<file path="config.mk">
export PLATFORM = sky130hd
export DESIGN_NAME = scaling_decompression
export DESIGN_NICKNAME = d
export VERILOG_FILES = /design/src/rtl/scaling_decompression.sv
export SDC_FILE = /design/constraint.sdc
export NUM_CORES = 1
export LEC_CHECK = 0
export BUFFER_PORTS_ARGS = -buffer_cell sky130_fd_sc_hd__buf_2
export CAP_MARGIN = 30
export CORE_ASPECT_RATIO = 1.75
export CORE_MARGIN = 5
export CORE_UTILIZATION = 50
export DETAILED_ROUTE_END_ITERATION = 8
export PLACE_DENSITY = 0.85
export SYNTH_ARGS = -nofsm -noshare
export SYNTH_HDL_FRONTEND = slang
export SYNTH_SLANG_ARGS = --single-unit
</file>
<file path="constraint.sdc">
create_clock -name clk -period 2.2 [get_ports clk]
set_input_delay 0.22 -clock clk [delete_from_list [all_inputs] [get_ports clk]]
set_output_delay 0.22 -clock clk [all_outputs]
set_load 0.005 [all_outputs]
</file>
<file path="src/rtl/scaling_decompression.sv">
// scaling_decompression: expands BETA-bit compressed words back to ALPHA bits
// y = ((x << (ALPHA-BETA)) + R - c) mod 2^ALPHA, streamed through a 2-stage pipe.
module scaling_decompression #(
    parameter int ALPHA  = 24,
    parameter int BETA   = 16,
    parameter int N_ELEM = 256,
    parameter int ROUND  = 1
) (
    input  logic             clk,
    input  logic             rst_n,
    input  logic             s_valid,
    output logic             s_ready,
    input  logic [BETA-1:0]  s_data,
    input  logic             s_last,
    input  logic [ALPHA-1:0] c_in,
    output logic             m_valid,
    input  logic             m_ready,
    output logic [ALPHA-1:0] m_data,
    output logic             m_last,
    output logic             len_err
);

    localparam int SH = ALPHA - BETA;
    localparam int CW = $clog2(N_ELEM);
    localparam logic [ALPHA-1:0] RND =
        (ROUND != 0) ? (ALPHA'(1) << (SH - 1)) : '0;
    localparam logic [CW-1:0] LAST_IDX = CW'(N_ELEM - 1);

    logic [CW-1:0]    r_cnt;
    logic [ALPHA-1:0] r_c_frame;
    logic             r_v1;
    logic [ALPHA-1:0] r_x1;
    logic [ALPHA-1:0] r_c1;
    logic             r_last1;
    logic             r_m_valid;
    logic [ALPHA-1:0] r_m_data;
    logic             r_m_last;
    logic             r_len_err;

    logic             w_adv;
    logic             w_acc;
    logic             w_first;
    logic             w_end;
    logic [ALPHA-1:0] w_x;

    assign w_adv   = !r_m_valid || m_ready;
    assign w_acc   = s_valid && w_adv;
    assign w_first = (r_cnt == '0);
    assign w_end   = (r_cnt == LAST_IDX);
    assign w_x     = {s_data, {SH{1'b0}}} + RND;

    assign s_ready = w_adv;
    assign m_valid = r_m_valid;
    assign m_data  = r_m_data;
    assign m_last  = r_m_last;
    assign len_err = r_len_err;

    // Frame position and the offset latched on each frame's first word
    always_ff @(posedge clk) begin
        if (!rst_n) begin
            r_cnt     <= '0;
            r_c_frame <= '0;
        end else if (w_acc) begin
            if (w_first)
                r_c_frame <= c_in;
            if (w_end || s_last)
                r_cnt <= '0;
            else
                r_cnt <= r_cnt + 1'b1;
        end
    end

    // Stage 1: shift plus rounding offset, select the frame offset
    always_ff @(posedge clk) begin
        if (!rst_n) begin
            r_v1    <= 1'b0;
            r_x1    <= '0;
            r_c1    <= '0;
            r_last1 <= 1'b0;
        end else if (w_adv) begin
            r_v1 <= s_valid;
            if (s_valid) begin
                r_x1    <= w_x;
                r_c1    <= w_first ? c_in : r_c_frame;
                r_last1 <= w_end || s_last;
            end
        end
    end

    // Stage 2: subtract the offset with wrap-around; hold while stalled
    always_ff @(posedge clk) begin
        if (!rst_n) begin
            r_m_valid <= 1'b0;
            r_m_data  <= '0;
            r_m_last  <= 1'b0;
        end else if (w_adv) begin
            r_m_valid <= r_v1;
            if (r_v1) begin
                r_m_data <= r_x1 - r_c1;
                r_m_last <= r_last1;
            end
        end
    end

    // Flag a word whose s_last disagrees with the expected frame end
    always_ff @(posedge clk) begin
        if (!rst_n)
            r_len_err <= 1'b0;
        else
            r_len_err <= w_acc && (s_last != w_end);
    end

endmodule
</file>
# Yosys cells after proc, flatten, opt, wreduce, memory -nomap -nowiden
# Index checks and enable logic that the tools add are counted.
# Widths: inputs -> output; s select.
# totals
regBits	109
in_bits	45
out_inout_bits	28
word_cells	25
# op_classes
addsub	3
eq_ne	2
n_mux	2
n_reduce_logical	8
# op_table
op	count
$add 24x8->24 const B	1
$mux 24	1
$sub 24x24->24	1
$add 8x1->8 const B	1
$eq 8x8->1 const B	1
$logic_not 8->1	1
$mux 8	1
$reduce_and 2->1	2
$logic_and 1x1->1	2
$logic_or 1x1->1	2
$logic_not 1->1	1
$ne 1x1->1	1

# Logic depth before layout (Yosys ltp)
# depth
depth_word	4
ltp_mapped	9

# Worst setup path before layout
# Ideal clock, no wire load.
# synth_timing
kind	reg-to-reg
start	register r_c_frame[3] (netlist name)
end	register r_m_data[21] (netlist: m_data[21])
setup_ns	0.073
arrival_time_ns	2.198
path_slack_ns	-0.072
path_stages_with_launch	7
cell_sequence	dfxtp_1 -> or4_4 -> o31ai_4 -> a41oi_4 -> a2111oi_4 -> mux2_4 -> o211ai_2
# synth_lines
item	line_no	source
end signal: assignment	99	r_m_data <= r_x1 - r_c1;
end: declaration	36	logic [ALPHA-1:0] r_m_data;

==> results.cfg <==
[layout]
multiInputGateArea_sq_um = 2160
drive_above_1_share = 0.225
diodes = 0
final_area_sq_um = 4840
final_nets = 619
area_growth_pct = 24.2
nFillCells = 653
finalNonFillerCells = 647
seq_area_sq_um = 1560

[power]
power_mw = 4.18
p_switching_mw = 1.18
leakage_nw = 2.18
pwr-share-seq = 0.377
ir_worst_vdd_mv = 0.562
p_int_mw = 3.00
pwr_density_cell_nw_per_um2 = 863
swShare = 0.282
pwr-share-comb = 0.236
power_frac_clock = 0.386

[die]
pin_count = 73
die_y_um = 127
start_util = 0.514
die_x_um = 76.7
die_area_sq_um = 9720
num_rows = 42
fp.coreArea_sq_um = 7570

[yosys]
ys_seq_area_frac = 0.401
yosysTopAreaCellShare = 0.401
ys_types = 48
yosysMostFrequentCell = dfxtp_1
synth_top_cells_by_count = dfxtp_1, nand2_1, nor2_1
synth_cells = 469
synth_top_cell_by_area = dfxtp_1
synth.area.top_cells = dfxtp_1, nand2_1, mux2i_1
synthArstFlopShare = 0
ys.flop_type = dfxtp_1
yosys_warnings = 0
synth_edf_count = 0
syn_area_sq_um = 3890
synthesis.nets = 534
synth_seq_cells = 78
avgSynthCellArea_sq_um = 8.30

[sta]
slew_violations = 0
skew_ns = 0.00816
hold_viol_final = 0
relSlewSlack = 0.620
whs_ns = 0.115
final.period_utilization = 1.01
max_slew.worst_pin.slew_ns = 0.566
setup_violations = 1
fin_setup_tns_ns = -0.0154
fin_ws_ns = -0.0154
fin_crit_ns = 2.22
rsz0062_at_grt = true
max_freq_mhz = 451

[global_route]
grt_pass1_wl_um = 16200
grt_max_degree = 34
grt_pass1_vias = 3603
grt_antenna_before_repair = 0
grt_use_total = 0.202
grt_remaining_overflow = 0

[place]
dp_hpwl_um = 7320
gp_congestion = 0.919
numPortBuffers = 72
place_area_sq_um = 4450
dp.cells = 627

[route]
drt_iter0_drc = 200
antenna_left = 0
routed_via_density = 5.51
wl_per_cell_um = 14.9
firstDrtPassIters = 4
wl_um = 9620
drc = 0
detailroute.via_count = 3562

[setup_path]
worstSetupStartpointType = flip-flop
worstPathMaxFanout = 4
required_ns = 2.47
critPathMaxStageDelay_ns = 0.57
cpMaxStageDelayCell = or4_4
cp_data_arrival_time_ns = 2.49
worstSetupPathType = reg2reg
crit_chain = or4_4 > o31ai_4 > a41oi_4 > a2111oi_4 > mux2_4 > o211ai_2
critPathTopFamily = compound AO/OA/AOI/OAI gates
critPathBufInv = 0
cp-end-kind = flip-flop

[clock_tree]
htree_levels = 3
ctsRootBufferMaster = clkbuf_16
cts_buffers = 9
cts_sinks = 78
cts_tree = yes
cts_buffer_depth = 2
path_clk_slew_ns = 0.06
clkLatencyLatePin_ns = 0.34
holdBufCountCts = 0

[hold_path]
hp-class = in2reg

[job]
drv_cap = 0

[status]
status = finished with violations
violations = setup timing
-- flip-flops by register name (all words and copies together) (netlist names) --
register,flops
len_err,1
r_cnt,8
r_x1,17
m_last,1
m_valid,1
r_c_frame,24
m_data,24
r_v1,1
r_last1,1
-- tightest hold or removal path, delay by kind of cell --
kind | cells | cell delay, ns
buf+inv | 1 | 0.07
mux | 1 | 0.05
simple gates | 1 | 0.07
-- placed cells by master (no fill, tap or decap), types with 13 or more instances in the layout --
cell type	netlist	final
nor2_1	46	46
nand2_1	74	74
xnor2_1	13	13
nand3_1	22	22
buf_2	2	72
a21oi_1	42	41
o21ai_0	14	13
inv_1	26	26
buf_4	0	25
dfxtp_1	78	77
mux2i_1	27	27
ha_1	20	19
-- through the flow --
stage           util  setup slack (ns)
6_report       0.639           -0.0154
5_1_grt        0.639           -0.0642
4_1_cts        0.633          -0.00152
3_5_place_dp   0.588           -0.0346
3_3_place_gp   0.588            0.0435
2_1_floorplan      -            0.0518
-- per-layer routing --
layer	wire length (um)	track usage	vias to the layer above
li1	-	-	1784
met1	3810	0.215	1662
met2	5080	0.361	95
met3	450	0.0539	21
met4	276	0.0958	0
met5	0	0	-
-- layout make-up --
class                           instances  share of cell area
Clock buffer                           10              0.0494
Tap cell                               88              0.0228
Sequential cell                        78               0.323
Inverter                               26              0.0202
Clock inverter                          6              0.0194
Timing Repair Buffer                   98               0.117
Multi-Input combinational cell        341               0.448
-- power groups by stage --
stage / Clock [mW] / Sequential [mW] / Combinational [mW]
finish: 1.61 / 1.58 / 0.986
global route: 1.72 / 1.59 / 1.09
CTS: 1.65 / 1.58 / 0.954
detailed placement: 0 / 1.61 / 0.940
global placement: 0 / 1.60 / 0.916
floorplan: 0 / 1.60 / 0.635
-- kinds of logic (layout without fill, tap and decap cells) --
family / after synthesis / count (layout) / synth area share
muxes: 28 / 28 / 0.0733
and+or+nand+nor: 181 / 181 / 0.209
buffers and inverters: 50 / 140 / 0.0489
AOI/OAI and AO/OA: 91 / 91 / 0.156
xor gates and xnor gates: 21 / 21 / 0.0473
DFF: 78 / 78 / 0.401
adders and majority gates: 20 / 20 / 0.0643
-- worst paths after layout --
check,end,cells after the start,from,slack [ns]
max,m_data[21]$_SDFFE_PN0P_,6,r_c_frame[5]$_SDFFE_PN0P_,-0.02
min,r_c_frame[22]$_SDFFE_PN0P_,3,c_in[22],0.12
max reg2reg,m_data[21]$_SDFFE_PN0P_,6,r_c_frame[5]$_SDFFE_PN0P_,-0.02
min reg2reg,m_data[9]$_SDFFE_PN0P_,2,m_data[9]$_SDFFE_PN0P_,0.45
-- what timing repair did --
action,CTS,global route
pin swaps,1,6
setup buffers,1,3
endpoints found under the setup margin,3,5
gates resized for setup,1,5
Power figures use the tool's default switching activity.
